## config.mk

```make
export PLATFORM = sky130hd
export DESIGN_NAME = board_disp_serial_flat
export DESIGN_NICKNAME = d
export VERILOG_FILES = /design/src/rtl/board_disp_pkg.sv /design/src/rtl/board_disp_serial_if.sv /design/src/rtl/board_disp_serial_shift_chan.sv /design/src/rtl/board_disp_serial.sv /design/src/flat_wrapper.sv
export SDC_FILE = /design/constraint.sdc
export NUM_CORES = 1
export LEC_CHECK = 0
export CELL_PAD_IN_SITES_DETAIL_PLACEMENT = 1
export CELL_PAD_IN_SITES_GLOBAL_PLACEMENT = 1
export CORE_MARGIN = 8
export CORE_UTILIZATION = 40
export DETAILED_ROUTE_END_ITERATION = 10
export DONT_BUFFER_PORTS = 1
export MAX_ROUTING_LAYER = met4
export PLACE_DENSITY = 0.73
export SLEW_MARGIN = 20
export SYNTH_ARGS = -nofsm -noshare
export SYNTH_HDL_FRONTEND = slang
export SYNTH_SLANG_ARGS = --single-unit
```

## constraint.sdc

```tcl
create_clock -name clk -period 7.7 [get_ports clk]
set_input_delay 1.155 -clock clk [delete_from_list [all_inputs] [get_ports clk]]
set_output_delay 1.155 -clock clk [all_outputs]
set_load 0.005 [all_outputs]
```

## src/rtl/board_disp_pkg.sv

```systemverilog
// Shared types and helpers for the serial display driver.
package board_disp_pkg;

    typedef enum logic [1:0] {
        ST_IDLE  = 2'd0,
        ST_LOAD  = 2'd1,
        ST_SHIFT = 2'd2,
        ST_DONE  = 2'd3
    } disp_state_e;

    // Bits needed to hold values 0..v-1 (at least one bit).
    function automatic int unsigned clog2w(input int unsigned v);
        int unsigned r;
        r = 32'd1;
        while ((64'd1 << r) < 64'(v)) begin
            r = r + 32'd1;
        end
        return r;
    endfunction

    // Hex nibble to active-high gfedcba segment pattern.
    function automatic logic [6:0] seg_enc(input logic [3:0] nib);
        logic [6:0] s;
        case (nib)
            4'h0: s = 7'h3F;
            4'h1: s = 7'h06;
            4'h2: s = 7'h5B;
            4'h3: s = 7'h4F;
            4'h4: s = 7'h66;
            4'h5: s = 7'h6D;
            4'h6: s = 7'h7D;
            4'h7: s = 7'h07;
            4'h8: s = 7'h7F;
            4'h9: s = 7'h6F;
            4'hA: s = 7'h77;
            4'hB: s = 7'h7C;
            4'hC: s = 7'h39;
            4'hD: s = 7'h5E;
            4'hE: s = 7'h79;
            4'hF: s = 7'h71;
            default: s = 7'h00;
        endcase
        return s;
    endfunction

endpackage

```

## src/rtl/board_disp_serial_if.sv

```systemverilog
// Register-side inputs and board-pin outputs of the display driver.
// The one-cycle refresh request is named force_req because "force" is reserved.
interface board_disp_serial_if #(
    parameter int DIGITS   = 8,
    parameter int LED_BITS = 16
);
    logic [DIGITS-1:0]   en;
    logic                mode;
    logic [4*DIGITS-1:0] data_text;
    logic [8*DIGITS-1:0] data_graphic;
    logic [DIGITS-1:0]   dot;
    logic [DIGITS-1:0]   blink;
    logic [LED_BITS-1:0] led;
    logic                force_req;
    logic                busy;
    logic                frame_done;
    logic                led_clk;
    logic                led_do;
    logic                led_en;
    logic                seg_clk;
    logic                seg_do;
    logic                seg_en;

    modport master (
        output en, mode, data_text, data_graphic, dot, blink, led, force_req,
        input  busy, frame_done, led_clk, led_do, led_en, seg_clk, seg_do, seg_en
    );

    modport slave (
        input  en, mode, data_text, data_graphic, dot, blink, led, force_req,
        output busy, frame_done, led_clk, led_do, led_en, seg_clk, seg_do, seg_en
    );
endinterface

```

## src/rtl/board_disp_serial_shift_chan.sv

```systemverilog
// One serial output channel: snapshots a frame and shifts it out MSB-first.
// All strobes describe the NEXT cycle so that clock, data and enable are flops.
module disp_shift_chan #(
    parameter int LEN    = 16,
    parameter bit INVERT = 1'b0,
    parameter int SW     = 5
) (
    input  logic          clk,
    input  logic          rst_n,
    input  logic          load,
    input  logic [LEN-1:0] frame,
    input  logic          slot_adv,
    input  logic [SW-1:0] nxt_slot,
    input  logic          shift_nxt,
    input  logic          clk_hi_nxt,
    output logic          sclk,
    output logic          sdo,
    output logic          soe
);
    logic [LEN-1:0] sr_r;
    logic [LEN-1:0] frame_x_s;
    logic           in_len_s;
    logic           sclk_r;
    logic           sdo_r;
    logic           soe_r;

    assign frame_x_s = frame ^ {LEN{INVERT}};
    assign in_len_s  = (nxt_slot < SW'(LEN));

    // Load places the MSB on the pin at once; each later slot start shifts the next bit out.
    always_ff @(posedge clk or negedge rst_n) begin
        if (!rst_n) begin
            sr_r   <= '0;
            sdo_r  <= 1'b0;
            sclk_r <= 1'b0;
            soe_r  <= 1'b0;
        end else begin
            soe_r  <= !shift_nxt;
            sclk_r <= shift_nxt && clk_hi_nxt && in_len_s;
            if (load) begin
                sdo_r <= frame_x_s[LEN-1];
                sr_r  <= frame_x_s << 1;
            end else if (slot_adv && in_len_s) begin
                sdo_r <= sr_r[LEN-1];
                sr_r  <= sr_r << 1;
            end else begin
                sdo_r <= sdo_r;
                sr_r  <= sr_r;
            end
        end
    end

    assign sclk = sclk_r;
    assign sdo  = sdo_r;
    assign soe  = soe_r;
endmodule

```

## src/rtl/board_disp_serial.sv

```systemverilog
// Serial LED-bar / 7-segment driver: frame builder, refresh timing and
// transfer FSM; the two channels share one slot/phase sequencer.
module board_disp_serial
    import board_disp_pkg::*;
#(
    parameter int DIGITS         = 8,
    parameter int LED_BITS       = 16,
    parameter int SCLK_DIV       = 6,
    parameter int REFRESH_CYCLES = 10_000_000,
    parameter int BLINK_TICKS    = 5,
    parameter bit SEG_INVERT     = 1'b0,
    parameter bit LED_INVERT     = 1'b0
) (
    input  logic clk,
    input  logic rst_n,
    board_disp_serial_if.slave bus
);
    localparam int SEG_BITS = 8 * DIGITS;
    localparam int NBITS    = (SEG_BITS > LED_BITS) ? SEG_BITS : LED_BITS;
    localparam int PH_W     = clog2w(SCLK_DIV);
    localparam int SLOT_W   = clog2w(NBITS + 1);
    localparam int REF_W    = clog2w(REFRESH_CYCLES);
    localparam int BL_W     = clog2w(BLINK_TICKS);
    localparam logic [PH_W-1:0]   PH_LAST   = PH_W'(SCLK_DIV - 1);
    localparam logic [PH_W-1:0]   PH_HALF   = PH_W'(SCLK_DIV / 2);
    localparam logic [SLOT_W-1:0] SLOT_LAST = SLOT_W'(NBITS - 1);
    localparam logic [REF_W-1:0]  REF_LAST  = REF_W'(REFRESH_CYCLES - 1);
    localparam logic [BL_W-1:0]   BL_LAST   = BL_W'(BLINK_TICKS - 1);

    disp_state_e         state_r, nxt_state_s;
    logic [PH_W-1:0]     ph_r, nxt_ph_s;
    logic [SLOT_W-1:0]   slot_r, nxt_slot_s;
    logic [REF_W-1:0]    refr_cnt_r;
    logic [BL_W-1:0]     blink_cnt_r;
    logic                blink_ph_r;
    logic                pend_r;
    logic                busy_r;
    logic                done_r;
    logic                tick_s, req_s, load_s, slot_adv_s, shift_nxt_s, clk_hi_nxt_s;
    logic [SEG_BITS-1:0] seg_frame_s;
    logic [7:0]          tube_s;
    logic                seg_clk_s, seg_do_s, seg_en_s, led_clk_s, led_do_s, led_en_s;

    assign tick_s       = (refr_cnt_r == REF_LAST);
    assign req_s        = tick_s || bus.force_req;
    assign load_s       = (state_r == ST_LOAD);
    assign shift_nxt_s  = (nxt_state_s == ST_SHIFT);
    assign clk_hi_nxt_s = (nxt_ph_s >= PH_HALF);
    assign slot_adv_s   = (state_r == ST_SHIFT) && (ph_r == PH_LAST) && (slot_r != SLOT_LAST);

    // Free-running refresh counter and blink phase, which advances on ticks only.
    always_ff @(posedge clk or negedge rst_n) begin
        if (!rst_n) begin
            refr_cnt_r  <= '0;
            blink_cnt_r <= '0;
            blink_ph_r  <= 1'b1;
        end else if (tick_s) begin
            refr_cnt_r <= '0;
            if (blink_cnt_r == BL_LAST) begin
                blink_cnt_r <= '0;
                blink_ph_r  <= ~blink_ph_r;
            end else begin
                blink_cnt_r <= blink_cnt_r + BL_W'(1);
                blink_ph_r  <= blink_ph_r;
            end
        end else begin
            refr_cnt_r  <= refr_cnt_r + REF_W'(1);
            blink_cnt_r <= blink_cnt_r;
            blink_ph_r  <= blink_ph_r;
        end
    end

    // A request while busy is remembered once; a new request in LOAD wins over the clear.
    always_ff @(posedge clk or negedge rst_n) begin
        if (!rst_n) begin
            pend_r <= 1'b0;
        end else if (req_s && (state_r != ST_IDLE)) begin
            pend_r <= 1'b1;
        end else if (state_r == ST_LOAD) begin
            pend_r <= 1'b0;
        end else begin
            pend_r <= pend_r;
        end
    end

    // Segment frame: text/graphic select, tube enable, then blink blanking.
    always_comb begin
        seg_frame_s = '0;
        tube_s      = 8'h00;
        for (int i = 0; i < DIGITS; i++) begin
            if (bus.mode) begin
                tube_s = bus.en[i] ? bus.data_graphic[8*i +: 8] : 8'h00;
            end else begin
                tube_s = {bus.dot[i], (bus.en[i] ? seg_enc(bus.data_text[4*i +: 4]) : 7'h00)};
            end
            seg_frame_s[8*i +: 8] = (bus.blink[i] && !blink_ph_r) ? 8'h00 : tube_s;
        end
    end

    // Transfer FSM next state plus slot/phase sequencing.
    always_comb begin
        nxt_state_s = state_r;
        nxt_ph_s    = ph_r;
        nxt_slot_s  = slot_r;
        case (state_r)
            ST_IDLE: begin
                if (req_s || pend_r) begin
                    nxt_state_s = ST_LOAD;
                end else begin
                    nxt_state_s = ST_IDLE;
                end
            end
            ST_LOAD: begin
                nxt_state_s = ST_SHIFT;
                nxt_ph_s    = '0;
                nxt_slot_s  = '0;
            end
            ST_SHIFT: begin
                if (ph_r == PH_LAST) begin
                    nxt_ph_s = '0;
                    if (slot_r == SLOT_LAST) begin
                        nxt_state_s = ST_DONE;
                    end else begin
                        nxt_slot_s = slot_r + SLOT_W'(1);
                    end
                end else begin
                    nxt_ph_s = ph_r + PH_W'(1);
                end
            end
            ST_DONE: nxt_state_s = ST_IDLE;
            default: nxt_state_s = ST_IDLE;
        endcase
    end

    // State, counters and status flags; status follows the next state so it lines up with it.
    always_ff @(posedge clk or negedge rst_n) begin
        if (!rst_n) begin
            state_r <= ST_IDLE;
            ph_r    <= '0;
            slot_r  <= '0;
            busy_r  <= 1'b0;
            done_r  <= 1'b0;
        end else begin
            state_r <= nxt_state_s;
            ph_r    <= nxt_ph_s;
            slot_r  <= nxt_slot_s;
            busy_r  <= (nxt_state_s != ST_IDLE);
            done_r  <= (nxt_state_s == ST_DONE);
        end
    end

    disp_shift_chan #(.LEN(SEG_BITS), .INVERT(SEG_INVERT), .SW(SLOT_W)) u_seg_chan (
        .clk        (clk),
        .rst_n      (rst_n),
        .load       (load_s),
        .frame      (seg_frame_s),
        .slot_adv   (slot_adv_s),
        .nxt_slot   (nxt_slot_s),
        .shift_nxt  (shift_nxt_s),
        .clk_hi_nxt (clk_hi_nxt_s),
        .sclk       (seg_clk_s),
        .sdo        (seg_do_s),
        .soe        (seg_en_s)
    );

    disp_shift_chan #(.LEN(LED_BITS), .INVERT(LED_INVERT), .SW(SLOT_W)) u_led_chan (
        .clk        (clk),
        .rst_n      (rst_n),
        .load       (load_s),
        .frame      (bus.led),
        .slot_adv   (slot_adv_s),
        .nxt_slot   (nxt_slot_s),
        .shift_nxt  (shift_nxt_s),
        .clk_hi_nxt (clk_hi_nxt_s),
        .sclk       (led_clk_s),
        .sdo        (led_do_s),
        .soe        (led_en_s)
    );

    assign bus.busy       = busy_r;
    assign bus.frame_done = done_r;
    assign bus.seg_clk    = seg_clk_s;
    assign bus.seg_do     = seg_do_s;
    assign bus.seg_en     = seg_en_s;
    assign bus.led_clk    = led_clk_s;
    assign bus.led_do     = led_do_s;
    assign bus.led_en     = led_en_s;
endmodule

```

## src/flat_wrapper.sv

```systemverilog
// flat-port wrapper written by rule: the top's interface ports become plain ports
module board_disp_serial_flat import board_disp_pkg::*;
#(
    parameter int DIGITS         = 8,
    parameter int LED_BITS       = 16,
    parameter int SCLK_DIV       = 6,
    parameter int REFRESH_CYCLES = 10_000_000,
    parameter int BLINK_TICKS    = 5,
    parameter bit SEG_INVERT     = 1'b0,
    parameter bit LED_INVERT     = 1'b0
)
  (clk, rst_n, bus_en, bus_mode, bus_data_text, bus_data_graphic, bus_dot, bus_blink, bus_led, bus_force_req, bus_busy, bus_frame_done, bus_led_clk, bus_led_do, bus_led_en, bus_seg_clk, bus_seg_do, bus_seg_en);
  board_disp_serial_if #(.DIGITS(DIGITS), .LED_BITS(LED_BITS)) bus_i ();
  input  logic clk;
  input  logic rst_n;
  input wire logic [$bits(bus_i.en)-1:0] bus_en;
  input wire logic [$bits(bus_i.mode)-1:0] bus_mode;
  input wire logic [$bits(bus_i.data_text)-1:0] bus_data_text;
  input wire logic [$bits(bus_i.data_graphic)-1:0] bus_data_graphic;
  input wire logic [$bits(bus_i.dot)-1:0] bus_dot;
  input wire logic [$bits(bus_i.blink)-1:0] bus_blink;
  input wire logic [$bits(bus_i.led)-1:0] bus_led;
  input wire logic [$bits(bus_i.force_req)-1:0] bus_force_req;
  output wire logic [$bits(bus_i.busy)-1:0] bus_busy;
  output wire logic [$bits(bus_i.frame_done)-1:0] bus_frame_done;
  output wire logic [$bits(bus_i.led_clk)-1:0] bus_led_clk;
  output wire logic [$bits(bus_i.led_do)-1:0] bus_led_do;
  output wire logic [$bits(bus_i.led_en)-1:0] bus_led_en;
  output wire logic [$bits(bus_i.seg_clk)-1:0] bus_seg_clk;
  output wire logic [$bits(bus_i.seg_do)-1:0] bus_seg_do;
  output wire logic [$bits(bus_i.seg_en)-1:0] bus_seg_en;
  assign bus_i.en = bus_en;
  assign bus_i.mode = bus_mode;
  assign bus_i.data_text = bus_data_text;
  assign bus_i.data_graphic = bus_data_graphic;
  assign bus_i.dot = bus_dot;
  assign bus_i.blink = bus_blink;
  assign bus_i.led = bus_led;
  assign bus_i.force_req = bus_force_req;
  assign bus_busy = bus_i.busy;
  assign bus_frame_done = bus_i.frame_done;
  assign bus_led_clk = bus_i.led_clk;
  assign bus_led_do = bus_i.led_do;
  assign bus_led_en = bus_i.led_en;
  assign bus_seg_clk = bus_i.seg_clk;
  assign bus_seg_do = bus_i.seg_do;
  assign bus_seg_en = bus_i.seg_en;
  board_disp_serial #(.DIGITS(DIGITS), .LED_BITS(LED_BITS), .SCLK_DIV(SCLK_DIV), .REFRESH_CYCLES(REFRESH_CYCLES), .BLINK_TICKS(BLINK_TICKS), .SEG_INVERT(SEG_INVERT), .LED_INVERT(LED_INVERT)) u_core (.clk(clk), .rst_n(rst_n), .bus(bus_i));
endmodule
```

==> impl_metrics.py, run 1 <==
metrics = {
    "floorplan": {
        "num_rows": 53,
        "die_area_mm2": 0.02623,
        "core_mm2": 0.02096,
        "io_pins": 148,
        "fp.dieW_um": 162.0,
        "start_util": 0.4067,
        "die-height_um": 162.0,
    },
    "synthesis": {
        "synth-compound-area-share": 0.2415,
        "synth_top_family_by_area": "compound AO/OA/AOI/OAI gates",
        "synth-async-reset-ratio": 1.000,
        "synth-seq-area-share": 0.3701,
        "synthMuxAreaShare": 0.08339,
        "synth_fa_ha_area_frac": 0.06901,
        "synthCells": 950,
        "synthXorXnorAreaFrac": 0.02569,
        "ys_types": 64,
        "synthesis.nets": 1137,
        "synth-edff-count": 0,
        "synthSimpleGateAreaFrac": 0.1581,
        "synth_top_area_frac": 0.3671,
        "ys_warn_count": 0,
        "synth_area_leaders": "dfrtp_1 37%, ha_1 6.9%, a21oi_1 5.0%",
        "synth_area_mm2": 0.008522,
        "synth_area_per_cell_um2": 8.970,
        "synth_ff_type": "dfrtp_1",
        "yosysTopAreaCell": "dfrtp_1",
        "ys_seq_elements": 126,
    },
    "detailed_routing": {
        "wl_um": 24260,
        "antenna_left": 0,
        "wl_per_cell_um": 20.30,
        "viasPerCell": 5.957,
        "vias": 7119,
        "drtIter0Drc": 531,
        "route.detailed.drc": 0,
        "dr.pass1.iters": 5,
    },
    "timing": {
        "clock.fmax_mhz": 310.4,
        "rsz0062_at_grt": "false",
        "hold_violations": 0,
        "fin_skew_ns": 0.01020,
        "tns_ns": 0,
        "setup_viol": 0,
        "slew_violations": 0,
        "timing.final.crit_share": 0.4184,
        "fin_crit_ns": 3.221,
        "worst_slew_pin_slew_ns": 0.7489,
        "slew_headroom": 0.4961,
    },
    "grt": {
        "grt_pass1_vias": 7333,
        "grt_max_degree": 129,
        "antenna_found_initial": 3,
        "grt_use_total": 0.1898,
        "grt_pass1_wl_um": 39250,
        "overflow": 0,
    },
    "finish": {
        "fill_cells": 2425,
        "drive_above_1_share": 0.07952,
        "area_delta_synth_final_pct": 8.795,
        "nets": 1092,
    },
    "power": {
        "cellPowerDensity_mw_per_mm2": 182.8,
        "power_mw": 1.695,
        "irDropWorstVdd_uv": 124.1,
        "leakage_nw": 4.280,
    },
    "clocking": {
        "clkTransAtPathRegs_ns": 0.06,
        "cts_tree": "yes",
        "cts_sinks": 126,
        "cts.path.max_buffers": 2,
        "cts-root-buf": "clkbuf_16",
        "cts_setup_buffers": 0,
        "cts_buffers": 17,
        "htree_levels": 4,
        "clk_latency_ns": 0.43,
        "ctsResizeCount": 0,
        "hold_buffers": 0,
    },
    "setup_path": {
        "critPathRequiredTime_ns": 8.06,
        "crit_type": "register to register",
        "worstPathArrival_ns": 3.58,
        "path_max_fanout": 46,
        "end_kind": "register",
        "critical_path.startpoint_type": "register",
    },
    "flow_run": {
        "drv_cap": 0,
    },
    "placement": {
        "io_buffer_count": 0,
        "hpwlAfterDp_um": 16900,
        "globalplace.congestion": 0.8101,
    },
    "min_path": {
        "worstHoldPathType": "input pin to async pin",
    },
    "status": {
        "status": "complete, no violations",
    },
}
[per-layer routing]
| layer | share of wire | global-route usage | vias to the layer above | routed length (µm) |
|---|---|---|---|---|
| li1 | - | - | 3401 | - |
| met1 | 0.44 | 0.2282 | 3561 | 10600 |
| met2 | 0.50 | 0.3087 | 130 | 12040 |
| met3 | 0.051 | 0.04657 | 27 | 1244 |
| met4 | 0.016 | 0.06145 | 0 | 380 |
| met5 | 0 | - | - | 0 |
[metrics by stage]
step / instance area (µm²) / hold WS (ns) / util / instances / setup WS (ns)
2_1_floorplan: 8522 / 0.4479 / - / 950 / 5.149
3_3_place_gp: 8626 / 0.4682 / 0.4116 / 1161 / 4.588
3_5_place_dp: 8626 / 0.4745 / 0.4116 / 1161 / 4.491
4_1_cts: 9266 / 0.4069 / 0.4422 / 1193 / 4.456
5_1_grt: 9271 / 0.4089 / 0.4424 / 1195 / 4.181
6_report: 9271 / 0.4279 / 0.4424 / 1195 / 4.479
[power breakdown]
part           total [mW]  switching [mW]  leakage [nW]  internal [mW]
Combinational       0.127          0.0598          2.33         0.0669
Sequential          0.691          0.0103          1.64          0.680
Clock               0.878           0.316         0.307          0.562
Total                1.70           0.386          4.28           1.31
[worst max-delay path, cell delays in order (launching register included)]
cell	delay, ns
dfrtp_1	0.40
inv_1	0.10
ha_1	0.63
nand2_1	0.10
or4_4	0.63
and2_4	0.39
nor4_4	0.61
a221o_1	0.27
[cells by family (layout without fill, tap and decap cells)]
family | count (synthesis) | in the layout
flip-flops | 126 | 126
XOR/XNOR | 25 | 25
multiplexers | 59 | 59
buffers and inverters | 110 | 78
AO/OA/AOI/OAI | 311 | 311
adder cells (fa/ha/maj) | 47 | 47
AND/OR/NAND/NOR | 272 | 272
other | 0 | 2
[Yosys cell counts, types with 9 or more instances]
cell	instances
o21ai_0	63
o22ai_1	32
dfrtp_1	125
and3_1	10
o311a_1	14
nor2b_1	26
nand2b_1	18
a211oi_1	9
a31oi_1	9
o21a_1	25
a221oi_1	16
nand3_1	28
xnor2_1	16
nand2_1	79
inv_1	41
clkbuf_1	47
mux2i_1	35
nor2_1	64
ha_1	47
xor2_1	9
a221o_1	14
mux2_2	16
nor3_1	16
buf_1	14
a21oi_1	85
[area by class of cell]
class                           instances  area, µm²  share of cell area
Timing Repair Buffer                    5      37.54            0.004049
Tap cell                              275      344.1             0.03711
Antenna cell                            2      5.005           0.0005398
Multi-Input combinational cell        714       4936              0.5324
Inverter                               41      153.9             0.01660
Sequential cell                       126       3154              0.3402
Clock buffer                           20      456.7             0.04926
Clock inverter                         12      183.9             0.01984
[worst paths after layout]
path / startpoint / slack (ns) / endpoint / depth (start not counted)
max in group asynchronous: rst_n / 7.04 / u_core.u_seg_chan.sr_r[8] / 0
min reg2reg: u_core.u_seg_chan.sr_r[59] / 0.48 / u_core.u_seg_chan.sr_r[59] / 1
min in group clk: u_core.u_seg_chan.sr_r[59] / 0.48 / u_core.u_seg_chan.sr_r[59] / 1
max: u_core.state_r[1] / 4.48 / u_core.u_led_chan.sr_r[7] / 7
min: rst_n / 0.43 / u_core.u_seg_chan.sr_r[33] / 0
max reg2reg: u_core.state_r[1] / 4.48 / u_core.u_led_chan.sr_r[7] / 7
[cells in the final DEF (no fill, tap or decap), types with 3 or more instances in the layout]
cell type / instances
dfrtp_1: 125
nor3_1: 15
bufinv_16: 4
ha_1: 46
and3_1: 10
buf_4: 5
nand4_1: 7
a32oi_1: 8
o21ai_0: 63
o32ai_1: 8
nor2b_1: 26
o22ai_1: 32
nand3_1: 27
o21a_1: 25
clkbuf_16: 17
mux2_2: 16
a221oi_1: 16
nand2b_1: 18
and4_1: 3
nor2_1: 64
o211ai_1: 8
mux4_2: 8
mux2i_1: 35
a221o_1: 14
o311a_1: 14
clkinv_4: 3
nor4_1: 4
a31oi_1: 9
xor2_1: 9
a21oi_1: 85
a211oi_1: 9
inv_1: 41
nand2_1: 79
xnor2_1: 16
[flip-flops by register name, indices dropped and copies added (netlist names), 2 cells and up]
signal and count:
u_core.blink_cnt_r 3, u_core.ph_r 3, u_core.refr_cnt_r 24, u_core.slot_r 7, u_core.state_r 2, u_core.u_led_chan.sr_r 15
u_core.u_seg_chan.sr_r 63
(Power assumes the default switching activity.)
==> run 2: changes to the inputs <==
==> constraint.sdc (replaced) <==
create_clock -name clk -period 3.2 [get_ports clk]
set_input_delay 0.48 -clock clk [delete_from_list [all_inputs] [get_ports clk]]
set_output_delay 0.48 -clock clk [all_outputs]
set_load 0.005 [all_outputs]
==> run 2 against run 1 <==
The run now ends with hold timing left; largest cell class unchanged; combinational power up 140%; hold slack worse by 0.67 ns; sequential power up 140%; critical endpoint is now u_core.u_led_chan.sr_r[11]; power up 130%.
==> impl_metrics.py, run 2 (synthesis gave the netlist of run 1 again) <==
metrics = {
    "placement": {
        "globalplace.congestion": 0.8238,
        "hpwlAfterDp_um": 17020,
        "io_buffer_count": 0,
        "preCtsSetupSlack_ns": 0.3109,
    },
    "detailed_routing": {
        "wl_met2_um": 12180,
        "wl_met1_um": 10960,
        "highest_layer": "met4",
        "route.detailed.drc": 0,
        "wl_um": 24760,
        "drtIter0Drc": 529,
        "vias": 7093,
        "wl_met3_um": 1343,
        "dr.pass1.iters": 4,
        "viasPerCell": 5.926,
        "antenna_left": 0,
        "wl_per_cell_um": 20.68,
    },
    "power": {
        "irDropWorstVdd_uv": 314.3,
        "leakage_nw": 4.267,
        "cellPowerDensity_mw_per_mm2": 423.2,
    },
    "timing": {
        "clock.fmax_mhz": 342.7,
        "worst_slew_pin_slew_ns": 0.8032,
        "slew_violations": 0,
        "rsz0062_at_grt": "false",
        "timing.final.crit_share": 0.9118,
        "hold_violations": 126,
        "hold-worst-slack_ns": -0.2445,
        "tns_ns": 0,
        "setup_slack_ns": 0.2823,
        "slew_headroom": 0.4645,
        "setup_viol": 0,
        "fin_skew_ns": 0.01036,
        "fin_crit_ns": 2.918,
    },
    "floorplan": {
        "die_area_mm2": 0.02623,
        "die-height_um": 162.0,
        "fp.dieW_um": 162.0,
        "num_rows": 53,
        "start_util": 0.4067,
        "core_mm2": 0.02096,
        "io_pins": 148,
    },
    "finish": {
        "top_regs": "u_core.u_seg_chan.sr_r (63), u_core.refr_cnt_r (24), u_core.u_led_chan.sr_r (15)",
        "largest_reg_flops": 63,
        "nets": 1094,
        "fill_cells": 2413,
        "layout_common_cells": "125 x dfrtp_1, 85 x a21oi_1, 79 x nand2_1",
        "drive_above_1_share": 0.08152,
        "top_register": "u_core.u_seg_chan.sr_r",
        "final_common_cell": "dfrtp_1",
        "area_delta_synth_final_pct": 8.545,
    },
    "clocking": {
        "cts_sinks": 126,
        "htree_levels": 4,
        "cts-root-buf": "clkbuf_16",
        "ctsResizeCount": 0,
        "cts_buffers": 17,
        "cts.path.max_buffers": 2,
        "clk_latency_ns": 0.43,
        "clkTransAtPathRegs_ns": 0.06,
        "cts_setup_buffers": 0,
        "cts_tree": "yes",
    },
    "grt": {
        "grt_use_total": 0.1938,
        "overflow": 0,
        "grt_pass1_wl_um": 40130,
        "grt_pass1_vias": 7382,
        "antenna_found_initial": 3,
        "grt_max_degree": 129,
    },
    "setup_path": {
        "critPathRequiredTime_ns": 3.50,
        "crit_type": "register to register",
        "end_kind": "register",
        "path_max_fanout": 46,
        "critical_path.startpoint_type": "register",
        "worstPathArrival_ns": 3.22,
    },
    "status": {
        "violations": "hold timing",
        "status": "finished with violations",
    },
    "flow_run": {
        "drv_cap": 0,
    },
    "min_path": {
        "worstHoldPathType": "input pin to async pin",
    },
}
[run 2: per-stage QoR]
stage                     instance area (µm²)  total power [mW]  cells  hold WS (ns)  utilization
after global placement                   8653             1.984   1163        0.1944       0.4129
final                                    9250             3.915   1197       -0.2445       0.4414
after global routing                     9250             4.055   1197       -0.2659       0.4414
after detailed placement                 8653             1.996   1163        0.1938       0.4129
after CTS                                9245             3.960   1195       -0.2596       0.4412
after floorplan                          8522             1.972    950        0.1844            -
[run 2: layout make-up]
class | count | area, µm² | area share
tap | 275 | 344.1 | 0.03720
clock inverter | 12 | 135.1 | 0.01461
timing repair buffer | 7 | 65.06 | 0.007034
antenna | 2 | 5.005 | 0.0005411
sequential | 126 | 3154 | 0.3410
inverter | 41 | 153.9 | 0.01664
clock buffer | 20 | 456.7 | 0.04937
multi-input combinational | 714 | 4936 | 0.5336
[run 2: worst max-delay path, cell delays in order (launching register included)]
cell      delay, ns
dfrtp_1        0.40
inv_1          0.14
ha_1           0.33
nand4b_1       0.17
or4_4          0.70
and2_4         0.41
o311a_1        0.37
a221o_1        0.27
[run 2: where the power goes]
group	total, mW	switching [mW]	internal (mW)	leakage [nW]
registers	1.66	0.0262	1.64	1.64
clock network	1.95	0.755	1.19	0.279
logic	0.306	0.145	0.161	2.35
[run 2: path summary, 6_finish.rpt]
check	startpoint	slack [ns]	endpoint	cells past startpoint
max in group asynchronous	rst_n	3.22	u_core.blink_ph_r	0
max reg2reg	u_core.state_r[0]	0.28	u_core.u_led_chan.sr_r[11]	7
max	u_core.state_r[0]	0.28	u_core.u_led_chan.sr_r[11]	7
min reg2reg	u_core.u_seg_chan.sr_r[51]	0.49	u_core.u_seg_chan.sr_r[51]	1
min	rst_n	-0.24	u_core.u_seg_chan.sr_r[38]	0
min in group clk	bus_led[4]	0.21	u_core.u_led_chan.sr_r[5]	1
[run 2: per-layer routing]
metal  GRT usage  vias up
met3     0.05189       22
met1      0.2340     3524
met2      0.3165      139
li1            -     3408
met4     0.05008        0
met5           -        -
==> run 3: changes to the inputs <==
--- a/config.mk
+++ b/config.mk
@@ -5,6 +5,7 @@
 export SDC_FILE = /design/constraint.sdc
 export NUM_CORES = 1
 export LEC_CHECK = 0
+export CAP_MARGIN = 0
 export CELL_PAD_IN_SITES_DETAIL_PLACEMENT = 1
 export CELL_PAD_IN_SITES_GLOBAL_PLACEMENT = 1
 export CORE_MARGIN = 8
==> results of run 3 <==
The final DEF is identical to that of run 2; final timing and power are the same.
